### config.mk
export PLATFORM = sky130hd
export DESIGN_NAME = stopwatch_core
export DESIGN_NICKNAME = d
export VERILOG_FILES = /design/src/rtl/stopwatch_core.sv
export SDC_FILE = /design/constraint.sdc
export NUM_CORES = 1
export LEC_CHECK = 0
export ABC_AREA = 1
export CORE_ASPECT_RATIO = 0.75
export CORE_UTILIZATION = 35
export CTS_BUF_LIST = sky130_fd_sc_hd__clkbuf_8 sky130_fd_sc_hd__clkbuf_16
export DETAILED_ROUTE_END_ITERATION = 6
export PLACE_DENSITY_LB_ADDON = 0.2
export SLEW_MARGIN = 20
export SYNTH_ARGS = -nofsm -noshare
export SYNTH_HDL_FRONTEND = slang
export SYNTH_SLANG_ARGS = --single-unit
### constraint.sdc
create_clock -name clk -period 3 [get_ports clk]
set_clock_uncertainty 0.05 [all_clocks]
set_input_delay 0.3 -clock clk [delete_from_list [all_inputs] [get_ports clk]]
set_output_delay 0.3 -clock clk [all_outputs]
set_load 0.01 [all_outputs]
### src/rtl/stopwatch_core.sv
// MM:SS stopwatch with BCD time, run/pause/adjust FSM and a 4-digit multiplexed
// 7-segment driver; the field being adjusted blinks while it is selected.
module stopwatch_core #(
    parameter int TICK_DIV  = 100_000_000,
    parameter int SCAN_DIV  = 100_000,
    parameter int BLINK_DIV = 25_000_000,
    parameter int MAX_MIN   = 99
) (
    input  logic       clk,
    input  logic       rst,
    input  logic       pause_p,
    input  logic       sel_p,
    input  logic       adj_p,
    output logic [6:0] seg,
    output logic       dp,
    output logic [3:0] an,
    output logic       tick,
    output logic       wrap
);

    localparam int PW = (TICK_DIV  > 1) ? $clog2(TICK_DIV)  : 1;
    localparam int SW = (SCAN_DIV  > 1) ? $clog2(SCAN_DIV)  : 1;
    localparam int BW = (BLINK_DIV > 1) ? $clog2(BLINK_DIV) : 1;

    localparam logic [PW-1:0] P_TC   = PW'(TICK_DIV - 1);
    localparam logic [SW-1:0] S_TC   = SW'(SCAN_DIV - 1);
    localparam logic [BW-1:0] B_TC   = BW'(BLINK_DIV - 1);
    localparam logic [3:0]    MAX_HI = 4'(MAX_MIN / 10);
    localparam logic [3:0]    MAX_LO = 4'(MAX_MIN % 10);

    typedef enum logic [1:0] {
        RUN     = 2'd0,
        PAUSED  = 2'd1,
        ADJ_MIN = 2'd2,
        ADJ_SEC = 2'd3
    } state_t;

    state_t        state_q, state_d;
    logic [PW-1:0] presc_q, presc_d;
    logic [3:0]    sec_lo_q, sec_lo_d, sec_hi_q, sec_hi_d;
    logic [3:0]    min_lo_q, min_lo_d, min_hi_q, min_hi_d;
    logic [SW-1:0] scan_cnt_q, scan_cnt_d;
    logic [1:0]    idx_q, idx_d;
    logic [BW-1:0] blink_cnt_q, blink_cnt_d;
    logic          blink_off_q, blink_off_d;
    logic [6:0]    seg_q, seg_d;
    logic          dp_q, dp_d;
    logic [3:0]    an_q, an_d;
    logic          tick_q, tick_d;
    logic          wrap_q, wrap_d;

    logic       run_cnt, step_sec, sec_at_max, min_at_max;
    logic       inc_sec, inc_min, entering_adj, blank;
    logic [3:0] digit;

    function automatic logic [6:0] seg_lut(input logic [3:0] d);
        case (d)
            4'd0:    seg_lut = 7'h40;
            4'd1:    seg_lut = 7'h79;
            4'd2:    seg_lut = 7'h24;
            4'd3:    seg_lut = 7'h30;
            4'd4:    seg_lut = 7'h19;
            4'd5:    seg_lut = 7'h12;
            4'd6:    seg_lut = 7'h02;
            4'd7:    seg_lut = 7'h78;
            4'd8:    seg_lut = 7'h00;
            4'd9:    seg_lut = 7'h10;
            default: seg_lut = 7'h7F;
        endcase
    endfunction

    always_comb begin
        state_d = state_q;
        case (state_q)
            RUN:     if (sel_p) state_d = ADJ_MIN; else if (pause_p) state_d = PAUSED;
            PAUSED:  if (sel_p) state_d = ADJ_MIN; else if (pause_p) state_d = RUN;
            ADJ_MIN: if (sel_p) state_d = ADJ_SEC;
            ADJ_SEC: if (sel_p) state_d = PAUSED;
            default: state_d = PAUSED;
        endcase
    end

    // The prescaler only runs while RUN is both current and next state, so
    // leaving RUN clears it and suppresses a tick on the leaving edge.
    always_comb begin
        run_cnt    = (state_q == RUN) && (state_d == RUN);
        step_sec   = run_cnt && (presc_q == P_TC);
        presc_d    = (run_cnt && !step_sec) ? presc_q + PW'(1) : '0;
        sec_at_max = (sec_hi_q == 4'd5) && (sec_lo_q == 4'd9);
        min_at_max = (min_hi_q == MAX_HI) && (min_lo_q == MAX_LO);
        inc_sec    = step_sec || ((state_q == ADJ_SEC) && adj_p);
        inc_min    = (step_sec && sec_at_max) || ((state_q == ADJ_MIN) && adj_p);
        tick_d     = step_sec;
        wrap_d     = step_sec && sec_at_max && min_at_max;
        sec_lo_d   = sec_lo_q;
        sec_hi_d   = sec_hi_q;
        min_lo_d   = min_lo_q;
        min_hi_d   = min_hi_q;
        if (inc_sec) begin
            if (sec_lo_q == 4'd9) begin
                sec_lo_d = 4'd0;
                sec_hi_d = (sec_hi_q == 4'd5) ? 4'd0 : sec_hi_q + 4'd1;
            end else begin
                sec_lo_d = sec_lo_q + 4'd1;
            end
        end
        if (inc_min) begin
            if (min_at_max) begin
                min_lo_d = 4'd0;
                min_hi_d = 4'd0;
            end else if (min_lo_q == 4'd9) begin
                min_lo_d = 4'd0;
                min_hi_d = min_hi_q + 4'd1;
            end else begin
                min_lo_d = min_lo_q + 4'd1;
            end
        end
    end

    always_comb begin
        scan_cnt_d = scan_cnt_q + SW'(1);
        idx_d      = idx_q;
        if (scan_cnt_q == S_TC) begin
            scan_cnt_d = '0;
            idx_d      = idx_q + 2'd1;
        end
        entering_adj = ((state_d == ADJ_MIN) || (state_d == ADJ_SEC)) && (state_d != state_q);
        blink_cnt_d  = blink_cnt_q + BW'(1);
        blink_off_d  = blink_off_q;
        if (entering_adj) begin
            blink_cnt_d = '0;
            blink_off_d = 1'b0;
        end else if (blink_cnt_q == B_TC) begin
            blink_cnt_d = '0;
            blink_off_d = ~blink_off_q;
        end
    end

    // Anode, segments and dp all derive from idx_q in one cycle so they stay aligned.
    always_comb begin
        case (idx_q)
            2'd0:    digit = sec_lo_q;
            2'd1:    digit = sec_hi_q;
            2'd2:    digit = min_lo_q;
            default: digit = min_hi_q;
        endcase
        blank = blink_off_q && (((state_q == ADJ_MIN) &&  idx_q[1]) ||
                                ((state_q == ADJ_SEC) && !idx_q[1]));
        an_d  = ~(4'b0001 << idx_q);
        seg_d = blank ? 7'h7F : seg_lut(digit);
        dp_d  = !((idx_q == 2'd2) && !((state_q == PAUSED) && blink_off_q));
    end

    always_ff @(posedge clk) begin
        if (rst) begin
            state_q     <= PAUSED;
            presc_q     <= '0;
            sec_lo_q    <= '0;
            sec_hi_q    <= '0;
            min_lo_q    <= '0;
            min_hi_q    <= '0;
            scan_cnt_q  <= '0;
            idx_q       <= '0;
            blink_cnt_q <= '0;
            blink_off_q <= 1'b0;
            an_q        <= 4'b1110;
            seg_q       <= 7'h40;
            dp_q        <= 1'b1;
            tick_q      <= 1'b0;
            wrap_q      <= 1'b0;
        end else begin
            state_q     <= state_d;
            presc_q     <= presc_d;
            sec_lo_q    <= sec_lo_d;
            sec_hi_q    <= sec_hi_d;
            min_lo_q    <= min_lo_d;
            min_hi_q    <= min_hi_d;
            scan_cnt_q  <= scan_cnt_d;
            idx_q       <= idx_d;
            blink_cnt_q <= blink_cnt_d;
            blink_off_q <= blink_off_d;
            an_q        <= an_d;
            seg_q       <= seg_d;
            dp_q        <= dp_d;
            tick_q      <= tick_d;
            wrap_q      <= wrap_d;
        end
    end

    assign seg  = seg_q;
    assign dp   = dp_q;
    assign an   = an_q;
    assign tick = tick_q;
    assign wrap = wrap_q;

endmodule

==> impl_metrics.toml, run 1 <==
[detailed_routing]
wire_per_inst_microns = 11.02
ant_nets = 0
drt-pass1-iter-count = 5
viasPerCell = 4.608
drc = 0
num_vias = 4433
wirelength_mm = 10.60
drtIter0Drc = 311

[worst_setup_path]
cpPeakStageDelay_ns = 0.38
cpLargestDelayFamily = "adder cells"
cp_max_fo = 5
cp.required_ns = 3.20
worst-setup-path-type = "register to register"
setup.worst_path.start = "idx_q[0]"
slowest_stage = "dfxtp_1"
cpMostUsedCell = "nor2_1"
r2r-start = "idx_q[0]"
cp-end-kind = "register"
path_cells = "inv_1 > ha_1 > inv_1 > o22ai_1 > o22ai_1 > inv_1 > ha_1 > nor2_1 > nor2_1 > nor2_1 > nor2_1"
crit_path_start_kind = "register"
rrSetupSlack_ns = 0.80
path_buf_inv = 3
arrival_ns = 2.40

[yosys]
synth_cell_types = 43
synth_top_area_share_pct = 39.05
synth_cells = 735
ys.warnings.count = 0
yosys-top-cells-area = "dfxtp_1 39%, nand2_1 10%, inv_1 7.0%"
synth-seq-area-share_pct = 39.05
synth_common_cells = "144 x nand2_1, 104 x dfxtp_1, 100 x inv_1"
yosysMostFrequentCell = "nand2_1"
synthFlopType = "dfxtp_1"
async_reset_ff_share_pct = 0
synth-seq-cells = 104
syn_area_per_cell_sq_um = 7.254
synthesis.area_sq_mm = 0.005331
synth_edf_count = 0
syn_nets = 757
synth_top_area_cell = "dfxtp_1"

[flow_run]
drv_cap = 0

[clocking]
ctsRootBufferMaster = "clkbuf_16"
postCtsSetupRepairBufs = 0
holdBufCountCts = 0
ctsResizeCount = 0
cts-buffers-inserted = 9
path_clk_slew_ns = 0.07
cts_sinks = 104
cts_tree = "yes"
clk_latency_ns = 0.35
cts_max_level = 3
cts_buffer_depth = 2

[timing]
fin_crit_sh_pct = 73.39
worst_pin_slew_ns = 0.5221
finalSetupViolCount = 0
min_period_ns = 2.202
rsz0062_at_grt = "no"
finalHoldViolCount = 0
max_slew_margin_pct = 65.11
timing.hold.ws_ns = 0.3954
setup_tns_ns = 0
slew_violations = 0
fmax_mhz = 454.2

[die]
floorplan.initialDensity_pct = 36.41
die_w_microns = 144.5
coreArea_sq_mm = 0.01464
rows = 38
die-area_sq_mm = 0.01574
io_pins = 19
die_h_microns = 108.9

[global_routing]
antenna_found_initial = 0
gr-total-overflow = 0
first_global_vias = 4149
grt_usage_pct = 15.13
grt_max_degree = 26
grt_pass1_wl_mm = 18.84

[cells_and_area]
diodes = 0
fill_cells = 1548
nets = 779
final_layout_size_suffix_gt1_share_pct = 9.449
area_growth_pct = 12.51

[min_path]
worstHoldStart = "blink_cnt_q[0]"
min_path_type = "register to register"

[power_and_ir_drop]
ir_drop_mv = 0.2655
p_per_area_mw_per_mm2 = 442.1
cellLeakagePower_nw = 2.269

[placement]
place_congestion = 0.8175
port_buffers = 18
place.detailed.hpwl_mm = 7.979

[run_status]
outcome = "complete, no violations"
## state kept, by name, indices dropped and copies added, names as in the netlist
name,flops
wrap,1
sec_hi_q,4
blink_cnt_q,25
seg,7
scan_cnt_q,17
min_lo_q,4
an,4
presc_q,27
state_q,2
tick,1
idx_q,2
dp,1
blink_off_q,1
sec_lo_q,4
min_hi_q,4
## report_power, final
| part | total (mW) | internal (mW) | switching [mW] | leakage, nW |
|---|---|---|---|---|
| clock network | 1.13 | 0.590 | 0.535 | 0.145 |
| logic | 0.115 | 0.0400 | 0.0755 | 1.29 |
| registers | 1.41 | 1.40 | 0.0147 | 0.840 |
## cells by family after synthesis
kind of cell / share of synthesized area, %
simple gates: 34.97
xor+xnor: 6.078
compound gates: 7.088
buf+inv: 8.824
fa+ha+maj: 3.990
flops: 39.05
## metrics by stage
stage                     cell area, sq um  utilization (%)  worst slack [ns]  cells  power, mW
after floorplan                       5331                -             1.054    735      1.525
after global placement                5715            39.03            0.8516    946      1.555
after detailed placement              5715            39.03            0.8060    946      1.559
after CTS                             5998            40.96            0.8036    962      2.702
after global routing                  5998            40.96            0.5705    962      2.775
final                                 5998            40.96            0.7982    962      2.652
## worst paths after layout
path | endpoint | cells after the start
setup reg to reg | seg[3] | 11
hold reg to reg | blink_cnt_q[0] | 1
setup / recovery | seg[3] | 11
hold / removal | blink_cnt_q[0] | 1
## routing by layer
metal,vias up,GRT usage (%),wire length [microns]
met4,0,4.511,119
met2,45,23.18,4485
met3,10,3.821,356
met5,-,0,0
li1,2387,-,-
met1,1991,20.81,5635
## final cells by class
type / instances / area (sq um) / share of cell area, %
Clock buffer: 10 / 239.0 / 3.984
Clock inverter: 6 / 43.79 / 0.7301
Inverter: 107 / 401.6 / 6.696
Multi-Input combinational cell: 514 / 2779 / 46.33
Sequential cell: 104 / 2082 / 34.71
Tap cell: 200 / 250.2 / 4.172
Timing Repair Buffer: 21 / 202.7 / 3.379
## placed cells by master (no fill, tap or decap), types with 7 or more instances in the layout
| master | instances |
|---|---|
| xor2_1 | 29 |
| o21ai_0 | 10 |
| inv_1 | 101 |
| nand2_1 | 144 |
| ha_1 | 17 |
| nand3_1 | 51 |
| clkdlybuf4s50_1 | 18 |
| clkbuf_16 | 9 |
| nand2_2 | 9 |
| nor2_1 | 98 |
| nand4_1 | 15 |
| inv_2 | 7 |
| a21oi_1 | 42 |
| nor3_1 | 24 |
| nor2_2 | 11 |
| dfxtp_1 | 104 |
| xnor2_1 | 8 |
(Power assumes the default switching activity.)
==> run 2, diff against run 1 <==
==> constraint.sdc (replaced) <==
create_clock -name clk -period 1.8 [get_ports clk]
set_clock_uncertainty 0.05 [all_clocks]
set_input_delay 0.18 -clock clk [delete_from_list [all_inputs] [get_ports clk]]
set_output_delay 0.18 -clock clk [all_outputs]
set_load 0.01 [all_outputs]
==> run 2 against run 1 <==
Global-route usage is 0.63 points higher. Sequential share of layout area is 4.0 points lower. Die area unchanged. Core utilization grew 5.7 points. Non-clock buffer count grew 51. Largest cell class unchanged. Combinational power grew to 2.8 times the previous value. Fmax increased by 23%. Register-to-register slack lost 0.79 ns. Clock power increased by 77%.
==> impl_metrics.toml, run 2 (synthesis gave the netlist of run 1 again) <==
[clocking]
path_clk_slew_ns = 0.07
cts_tree = "yes"
cts_buffer_depth = 2
ctsRootBufferMaster = "clkbuf_16"
holdBufCountCts = 0
cts_sinks = 104
cts-buffers-inserted = 9
cts_max_level = 3
clk_latency_ns = 0.34

[global_routing]
antenna_found_initial = 0
grt_usage_pct = 15.76
first_global_vias = 4361
grt_max_degree = 25
gr-total-overflow = 0
grt_pass1_wl_mm = 19.91

[timing]
fmax_mhz = 557.7
fin_crit_sh_pct = 99.61
min_period_ns = 1.793
max_slew_margin_pct = 70.52
slew_violations = 0
worst_pin_slew_ns = 0.4388
finalSetupViolCount = 0
finalWorstSetupSlack_ns = 0.006989
finalHoldViolCount = 0
rsz0062_at_grt = "yes"

[worst_setup_path]
crit_path_start_kind = "register"
rrSetupSlack_ns = 0.007
reg2regPathDepth = 9
cp_max_fo = 6
cp.required_ns = 1.99
worst-setup-path-type = "register to register"
r2r-start = "blink_cnt_q[1]"
arrival_ns = 1.98
cp-end-kind = "register"
reg2reg_to = "blink_cnt_q[19]"

[die]
coreArea_sq_mm = 0.01464
io_pins = 19
die-area_sq_mm = 0.01574
die_h_microns = 108.9
rows = 38
floorplan.initialDensity_pct = 36.41
die_w_microns = 144.5

[cells_and_area]
finalInstanceArea_sq_mm = 0.006835
top_regs = "presc_q x27, blink_cnt_q x25, scan_cnt_q x17"
fin_util_pct = 46.68
layout_common_cells = "134 x nand2_1, 94 x dfxtp_1, 90 x inv_1, 85 x nor2_1, 49 x nand3_1"
fill_cells = 1473
regMostFlops = "presc_q"
nets = 830
largest_register_ffs = 27
final_layout_size_suffix_gt1_share_pct = 23.37
diodes = 0
final_common_cell = "nand2_1"
area_growth_pct = 28.21

[detailed_routing]
drt-pass1-iter-count = 4
drtIter0Drc = 214
wire_per_inst_microns = 12.04
drc = 0
wirelength_mm = 12.20
num_vias = 4777
ant_nets = 0
viasPerCell = 4.716

[min_path]
min_path_type = "register to register"
worstHoldStart = "scan_cnt_q[0]"
min_to = "scan_cnt_q[0]"
hold_depth = 1

[power_and_ir_drop]
ir_drop_mv = 0.4390
cellLeakagePower_nw = 2.589
p_per_area_mw_per_mm2 = 683.0

[placement]
dp_slack_ns = -0.04635
place_congestion = 0.8340
place.detailed.hpwl_mm = 8.724
dpl-instance-area_sq_mm = 0.005973
port_buffers = 18

[flow_run]
drv_cap = 0

[run_status]
outcome = "complete, no violations"
## run 2: changes by cell type in the layout (fill, tap and decap cells not counted), sizes merged
| cell | delta |
|---|---|
| clkinv | -3 |
| clkinvlp | +2 |
| bufinv | +1 |
| buf | +49 |
| clkbuf | +2 |
## run 2: metal layers
layer	part of all wire, %	up-vias	GRT usage [%]
met5	0	-	0
met4	0.85	0	4.286
met3	3.5	10	2.986
met2	45	70	24.59
met1	51	2216	22.08
li1	-	2481	-
## run 2: repair_timing
action                                  CTS  global route
endpoints found under the setup margin    5            70
pin swaps                                 2            26
cloned                                    0             3
resized for setup                         6            86
setup buffers                             1            18
## run 2: cell type report
type	instances	area, sq um	share of cell area [%]
well taps	200	250.2	3.661
multi-input cells	514	3067	44.87
clock buffers	10	239.0	3.496
inverters	107	419.2	6.132
clock inverters	6	66.31	0.9702
flip-flops and latches	104	2102	30.75
repair buffers	72	691.9	10.12
## run 2: per-stage QoR
| stage | hold WS (ns) | std cells | total power [mW] | TNS [ns] |
|---|---|---|---|---|
| after floorplan | 0.2694 | 735 | 2.544 | 0 |
| after global placement | 0.3759 | 975 | 2.634 | 0 |
| after detailed placement | 0.3851 | 975 | 2.638 | -0.1277 |
| after CTS | 0.3999 | 992 | 4.661 | 0 |
| after global routing | 0.4260 | 1013 | 4.873 | -2.069 |
| final | 0.3942 | 1013 | 4.669 | 0 |
## run 2: where the power goes
| group | internal [mW] | switching, mW |
|---|---|---|
| registers | 2.32 | 0.0225 |
| logic | 0.148 | 0.170 |
| clock network | 1.12 | 0.881 |
## run 2: how the worst max path moves through the flow
stage                        start         endpoint  cells past startpoint
floorplan                 idx_q[1]           seg[3]                     11
global placement          idx_q[0]           seg[3]                     10
detailed placement        idx_q[0]           seg[0]                     12
CTS                       idx_q[1]           seg[0]                     13
global route        blink_cnt_q[1]  blink_cnt_q[19]                      9
finish              blink_cnt_q[1]  blink_cnt_q[19]                      9
## run 2: critical path, stage by stage, from the launching register on
cell and delay (ns):
dfxtp_2 0.37, ha_4 0.16, nand2_4 0.05, inv_2 0.07
nand2_2 0.06, nor4_4 0.25, nand4_1 0.24, nand2_4 0.20
clkbuf_16 0.18, nor3b_2 0.05
